## src/rtl/cla_pipe_adder.sv

```systemverilog
// cla_pipe_adder -- two-stage pipelined carry-lookahead adder/subtractor.
//
// Stage 1 forms per-bit propagate/generate on the effective operand
// (b, or ~b when subtracting) and folds them into per-group propagate and
// generate. Stage 2 resolves the group carries, ripples inside each group,
// and registers sum, carry-out and signed overflow. One global advance
// signal stalls both stages together when the consumer back-pressures.
//
// Parameters:
//   WIDTH  operand/result width; a multiple of GROUP and at least GROUP
//   GROUP  lookahead group size in bits; at least 1
//            GROUP = 1      -> full lookahead
//            GROUP = WIDTH  -> single group, ripple within the group
//
// Ports:
//   clk        rising-edge clock
//   rst_n      asynchronous active-low reset; discards in-flight data
//   in_valid   operands present this cycle
//   in_ready   block accepts operands this cycle (= !out_valid | out_ready)
//   a, b       operands
//   cin        carry-in (borrow-in when sub = 1)
//   sub        0: a + b + cin   1: a - b - cin
//   out_valid  result present
//   out_ready  consumer accepts the result
//   sum        result
//   cout       carry-out (when sub = 1, 1 means no borrow)
//   ovf        two's-complement signed overflow
//
// Build option:
//   CLA_SAT_EN  when defined, a result with ovf = 1 saturates to the signed
//               limit in the direction of the true result; otherwise the sum
//               wraps modulo 2^WIDTH. Latency and handshake do not change.

module cla_pipe_adder #(
  parameter int WIDTH = 16,
  parameter int GROUP = 4
) (
  input  logic             clk,
  input  logic             rst_n,
  input  logic             in_valid,
  output logic             in_ready,
  input  logic [WIDTH-1:0] a,
  input  logic [WIDTH-1:0] b,
  input  logic             cin,
  input  logic             sub,
  output logic             out_valid,
  input  logic             out_ready,
  output logic [WIDTH-1:0] sum,
  output logic             cout,
  output logic             ovf
);

  localparam int NG = WIDTH / GROUP;

  // Both stages move together; a full, stalled output freezes everything.
  logic adv;
  assign adv      = !out_valid || out_ready;
  assign in_ready = adv;

  // ---------------------------------------------------------------- stage 1
  logic [WIDTH-1:0] bx, p_d, g_d;
  logic [NG-1:0]    gp_d, gg_d;
  logic             c0_d;

  always_comb begin : s1_pg
    logic acc;
    bx   = sub ? ~b : b;
    c0_d = cin ^ sub;
    p_d  = a ^ bx;
    g_d  = a & bx;
    gp_d = '0;
    gg_d = '0;
    for (int k = 0; k < NG; k++) begin
      gp_d[k] = &p_d[k*GROUP +: GROUP];
      // NOTE: blocking assignments here build a combinational chain; each
      // iteration sees the value the previous one just produced, folding the
      // group's generate from its LSB up to its MSB.
      acc = 1'b0;
      for (int j = 0; j < GROUP; j++)
        acc = g_d[k*GROUP+j] | (p_d[k*GROUP+j] & acc);
      gg_d[k] = acc;
    end
  end

  logic             v1;
  logic [WIDTH-1:0] p_q, g_q;
  logic [NG-1:0]    gp_q, gg_q;
  logic             c0_q, a_msb_q, bx_msb_q;

  // NOTE: sequential state uses non-blocking assignments so every register
  // samples pre-edge values; reset is asynchronous and clears data as well as
  // valid so a reset mid-operation leaves nothing behind.
  always_ff @(posedge clk or negedge rst_n) begin
    if (!rst_n) begin
      v1       <= 1'b0;
      p_q      <= '0;
      g_q      <= '0;
      gp_q     <= '0;
      gg_q     <= '0;
      c0_q     <= 1'b0;
      a_msb_q  <= 1'b0;
      bx_msb_q <= 1'b0;
    end else if (adv) begin
      v1       <= in_valid;
      p_q      <= p_d;
      g_q      <= g_d;
      gp_q     <= gp_d;
      gg_q     <= gg_d;
      c0_q     <= c0_d;
      a_msb_q  <= a[WIDTH-1];
      bx_msb_q <= bx[WIDTH-1];
    end
  end

  // ---------------------------------------------------------------- stage 2
  logic [NG:0]      gc;
  logic [WIDTH:0]   c;
  logic [WIDTH-1:0] sum_d;
  logic             ovf_d;

  always_comb begin
    gc    = '0;
    c     = '0;
    gc[0] = c0_q;
    for (int k = 0; k < NG; k++)
      gc[k+1] = gg_q[k] | (gp_q[k] & gc[k]);
    // Each group starts from its lookahead carry and ripples internally; the
    // carry out of the top group comes from the lookahead chain.
    for (int k = 0; k < NG; k++) begin
      c[k*GROUP] = gc[k];
      for (int j = 0; j < GROUP - 1; j++)
        c[k*GROUP+j+1] = g_q[k*GROUP+j] | (p_q[k*GROUP+j] & c[k*GROUP+j]);
    end
    c[WIDTH] = gc[NG];
    sum_d    = p_q ^ c[WIDTH-1:0];
    // Overflow needs equal effective operand signs; the carry test alone
    // already implies that, the qualifier only makes the intent explicit.
    ovf_d    = (a_msb_q ~^ bx_msb_q) & (c[WIDTH] ^ c[WIDTH-1]);
`ifdef CLA_SAT_EN
    // On overflow both operand signs agree, so a's sign is the sign of the
    // true (unbounded) result: negative clamps to 100..0, positive to 011..1.
    if (ovf_d)
      sum_d = a_msb_q ? {1'b1, {(WIDTH-1){1'b0}}} : {1'b0, {(WIDTH-1){1'b1}}};
`else
    // Wrapping build: sum_d is already the result modulo 2^WIDTH.
`endif
  end

  always_ff @(posedge clk or negedge rst_n) begin
    if (!rst_n) begin
      out_valid <= 1'b0;
      sum       <= '0;
      cout      <= 1'b0;
      ovf       <= 1'b0;
    end else if (adv) begin
      out_valid <= v1;
      sum       <= sum_d;
      cout      <= c[WIDTH];
      ovf       <= ovf_d;
    end
  end

endmodule

```

## config.mk

```make
export PLATFORM = sky130hd
export DESIGN_NAME = cla_pipe_adder
export DESIGN_NICKNAME = d
export VERILOG_FILES = /design/src/rtl/cla_pipe_adder.sv
export SDC_FILE = /design/constraint.sdc
export NUM_CORES = 1
export LEC_CHECK = 0
export ABC_AREA = 1
export CORE_MARGIN = 4
export CORE_UTILIZATION = 47
export CTS_CLUSTER_DIAMETER = 100
export CTS_CLUSTER_SIZE = 20
export DETAILED_ROUTE_END_ITERATION = 8
export HOLD_SLACK_MARGIN = 0.05
export PLACE_DENSITY_LB_ADDON = 0.3
export SYNTH_ARGS = -nofsm -noshare
export SYNTH_HDL_FRONTEND = slang
export SYNTH_SLANG_ARGS = --single-unit
```

## constraint.sdc

```tcl
create_clock -name clk -period 2.2 [get_ports clk]
set_input_delay 0.33 -clock clk [delete_from_list [all_inputs] [get_ports clk]]
set_output_delay 0.33 -clock clk [all_outputs]
set_load 0.05 [all_outputs]
```

== After elaboration in Yosys (flattened, before gate mapping) ==
Cells that the tools add are included.
Cells by class
  muxes and demuxes: 1
  bitwise operators: 64
  reduce and logical (&&, ||, !) cells: 6
Operators by type and width (count)
  XOR 16 bit: 2
  bitwise AND 1 bit: 29
  bitwise OR 1 bit: 28
  bitwise AND 16 bit: 1
  2-to-1 mux 16 bit: 1
  NOT 16 bit: 1
  AND reduction 4 bit: 4
  XOR 1 bit: 2
  logical NOT 1 bit: 1
  logical OR 1 bit: 1
  XNOR 1 bit: 1
Storage, ports and cells
  register bits: 62
  input bits: 38
  output and inout bits: 20
  word-level logic and storage cells: 83

== Logic depth before layout (Yosys ltp) ==
  word-level depth: 14
  gate-level depth with buffers: 16
  depth with buffers taken out: 16

== Least setup slack after synthesis ==
No wires, ideal clock.
  path kind: reg2reg
  start point: register c0_q
  end point: register sum[15]
  library setup time: 0.130 ns
  arrival time: 2.138 ns
  data required time: 2.070 ns
  setup slack: -0.068 ns
  stages on the path, launching flop included: 15
  path buffers: 0
  clock period less this slack: 2.268 ns
  cell sequence: dfrtp_1 > nand2_1 > nand2_2 > nand2_1 > nand2_1 > nand2_1 > nand2_1 > ha_1 > or2_2 > ha_1 > or2_2 > ha_1 > nor2_1 > xor2_1 > o21ai_0
Between the ends
  longest elaborated chain between the ends: 13
Ends and longest elaborated chain
  start, declared: line 88  | logic c0_q, a_msb_q, bx_msb_q;
  start signal, assigned: line 100  | c0_q <= 1'b0;
  start signal, assigned: line 109  | c0_q <= c0_d;
  bitwise AND 1 bit: line 126  | gc[k+1] = gg_q[k] | (gp_q[k] & gc[k]);
  bitwise OR 1 bit: line 126
  bitwise AND 1 bit: line 126
  bitwise OR 1 bit: line 126
  bitwise AND 1 bit: line 126
  bitwise OR 1 bit: line 126
  bitwise AND 1 bit: line 132  | c[k*GROUP+j+1] = g_q[k*GROUP+j] | (p_q[k*GROUP+j] & c[k*GROUP+j]);
  bitwise OR 1 bit: line 132
  bitwise AND 1 bit: line 132
  bitwise OR 1 bit: line 132
  bitwise AND 1 bit: line 132
  bitwise OR 1 bit: line 132
  XOR 16 bit: line 135  | sum_d = p_q ^ c[WIDTH-1:0];
  end signal, assigned: line 157  | sum <= sum_d;
  end, declared: line 48  | output logic [WIDTH-1:0] sum,
Every way passes these cells.
A chain may end at the register's enable or synchronous reset.

== Worst setup path in the final report ==
  start point: register gp_q[0]
  end point: register sum[11]
Between the ends
  longest elaborated chain between the ends: 11
Ends and longest elaborated chain
  start, declared: line 87  | logic [NG-1:0] gp_q, gg_q;
  start signal, assigned: line 107  | gp_q <= gp_d;
  bitwise AND 1 bit: line 126
  bitwise OR 1 bit: line 126
  bitwise AND 1 bit: line 126
  bitwise OR 1 bit: line 126
  bitwise AND 1 bit: line 132
  bitwise OR 1 bit: line 132
  bitwise AND 1 bit: line 132
  bitwise OR 1 bit: line 132
  bitwise AND 1 bit: line 132
  bitwise OR 1 bit: line 132
  XOR 16 bit: line 135
Every way passes these cells.

==> run metrics <==
critical path fanouts, max 2; final instance area 0.00407 mm^2; Leakage 2.05 nW; syn nets 398; area post-placement 0.00366 mm^2; CTS clk-pin slew, worst paths 0.06 ns; largest net degree at the start of global routing 64; type of origin of the critical path register; port bufs 57; Power per Cell Area 1030 mW/mm^2; max-cap violation count 0; Achievable Freq 0.452 GHz; WP data required 2.40 ns; CTS Buf Count 9; grt ovf 0; r2r worst-path depth 13; worst hold path type reg2reg; GR Util met2 0.312; global-route usage over all layers 0.193; final clock skew 0.00800 ns; fin nets 475; CP arrival 2.41 ns; mapped cell area 0.00296 mm^2; vias in the first global route 2477; r2r setup slk -0.01 ns; final worst setup slack -0.0113 ns; first-pass GRT wire length 11200 um; grt peak-use layer met2; drt pass-1 iters 4; kind of end point of the critical path register; RSZ-0062 raised after global routing true; CTS tree built; Final Max Slew Viols 0; CP startpoint gp_q[0]; area leader, netlist dfrtp_1; failing checks setup timing; Mapped Cells 332; CTS Root Buffer Type clkbuf_8; htree depth 3; RePlAce Congestion 0.795; final setup vio count 1; Max clock buf depth 2; n_diodes 0; area delta synth->final 37.4%; DRT antenna net count 0; YS warnings 0; r2r endpoint sum[11]; die height 87.4 um; num rows 28; Clk Latency, worst-skew pair 0.34 ns; Slew @ Worst Pin 0.604 ns; fin crit share 1.01; initial antenna violation count 0; Post-Route WL 6690 um; register area share after synthesis 0.499; Ports 58; crit path time final 2.21 ns; Hold Vio Cnt, Final 0; share of cells above drive strength 1 0.157; syn avg cell area 8.92 um^2; CP Class reg2reg; initial drt markers 122; normalized max-slew margin 0.597; top cell type's share of synthesized area 0.499; vias 2449; maximum vdd drop 561 uV; # clock sinks 59; largest cells by area after synthesis dfrtp_1 50%, nand2_1 19%, ha_1 12%; overall power 0.00418 W; initial core utilization 0.491; Die X-Extent 87.4 um; crit path to sum[11]; DIE AREA 0.00763 mm^2; flops & latches, synth 59; outcome finished, violations left; met1 usage 0.233; Final HPWL DP 4470 um; met3 usage 0.0492; drt drc 0; Synth cell types 22; DR vias/cell 5.01; Critical R2R Launch gp_q[0]; Core Box Area 0.00603 mm^2; DR WL/cell 13.7 um; fillers 499
==> state kept, by name, indices dropped and copies added, names as in the netlist <==
name	cells
out_valid	1
gg_q	4
c0_q	1
g_q	12
a_msb_q	1
sum	16
v1	1
cout	1
gp_q	4
bx_msb_q	1
ovf	1
p_q	16
==> final cells by class <==
class                           count  area [um^2]  share of cell area
Clock buffer                       14          153              0.0375
Clock inverter                      2         35.0             0.00861
Inverter                           14         52.6              0.0129
Multi-Input combinational cell    246         1500               0.368
Sequential cell                    59         1480               0.363
Tap cell                           75         93.8              0.0231
Timing Repair Buffer               79          759               0.187
==> per-layer routing <==
layer	wire length, um	up-vias
met5	0	-
met4	168	0
met3	324	20
met2	3310	64
met1	2880	1161
li1	-	1204
==> repair_timing <==
| action | CTS | global route |
|---|---|---|
| hold buffers | 1 | 0 |
| buffers inserted | 11 | 1 |
| cloned | 0 | 0 |
| setup endpoints to repair | 4 | 6 |
| gates resized for setup | 17 | 18 |
| pin swaps | 13 | 17 |
| hold endpoints to repair | 59 | 0 |
==> cell families (layout without fill, tap and decap cells) <==
family                     after synthesis  after routing  share of synthesized area
xor gates and xnor gates                21             21                     0.0621
adders and majority gates               28             28                      0.118
buffers and inverters                   27            109                     0.0418
AOI/OAI and AO/OA                       27             27                     0.0516
DFF                                     59             59                      0.499
and+or+nand+nor                        170            170                      0.227
==> worst max-delay path, stage by stage, from the launching register on <==
cell and delay (ns):
dfrtp_1 0.37, nand2_1 0.08, nand2_2 0.06, nand2_1 0.06, nand2_1 0.06, buf_4 0.14, ha_4 0.14, or2_4 0.25
ha_4 0.15, or2_4 0.25, ha_4 0.17, nor2_4 0.11, xor2_1 0.16, o21ai_1 0.08
==> cells in the final DEF (no fill, tap or decap), drive strengths merged <==
master	count
o21ai	17
a221oi	2
or2	8
a21oi	4
bufinv	1
clkinv	1
nand3	4
dlygate4sd3	1
nor2	6
dfrtp	59
clkdlybuf4s50	55
xor2	20
ha	28
inv	14
clkbuf	14
buf	23
nand2	152
o221ai	1
o211ai	2
xnor2	1
a31oi	1
==> worst min path at each step <==
stage               startpoint         to  slack (ns)  cells past startpoint
CTS                         v1  out_valid        0.47                      2
global route                v1  out_valid        0.49                      2
global placement         rst_n    sum[10]        0.36                      2
finish                      v1  out_valid        0.46                      2
detailed placement       rst_n    sum[10]        0.36                      2
floorplan                rst_n    a_msb_q        0.03                      0
==> cell usage after synthesis <==
cell	number
a31oi_1	1
inv_1	13
a21oi_1	4
buf_4	3
or2_2	8
a221oi_1	2
nand3_1	4
clkbuf_1	1
ha_1	28
xnor2_1	1
nand2_1	151
xor2_1	20
o221ai_1	1
nand2_2	1
nor2_4	1
o21ai_0	15
o211ai_1	2
o21ai_1	2
buf_2	9
nor2_1	5
dfrtp_1	59
inv_2	1
==> metrics by stage <==
stage / hold WS (ns) / worst slack (ns) / setup TNS [ns] / cells / util
finish: 0.462 / -0.0113 / -0.0113 / 489 / 0.675
global route: 0.491 / -0.162 / -0.424 / 489 / 0.675
CTS: 0.467 / -0.00461 / -0.00461 / 490 / 0.664
detailed placement: 0.358 / -0.156 / -0.419 / 462 / 0.607
global placement: 0.361 / -0.0665 / -0.138 / 462 / 0.607
floorplan: 0.0344 / 0.00854 / 0 / 332 / -
==> power breakdown <==
group | switching (W) | internal [W] | total [W]
Clock | 0.000401 | 0.000554 | 0.000955
Sequential | 0.000167 | 0.00134 | 0.00151
Combinational | 0.00102 | 0.000687 | 0.00171
Note: power is estimated with default switching activity, not from simulation.
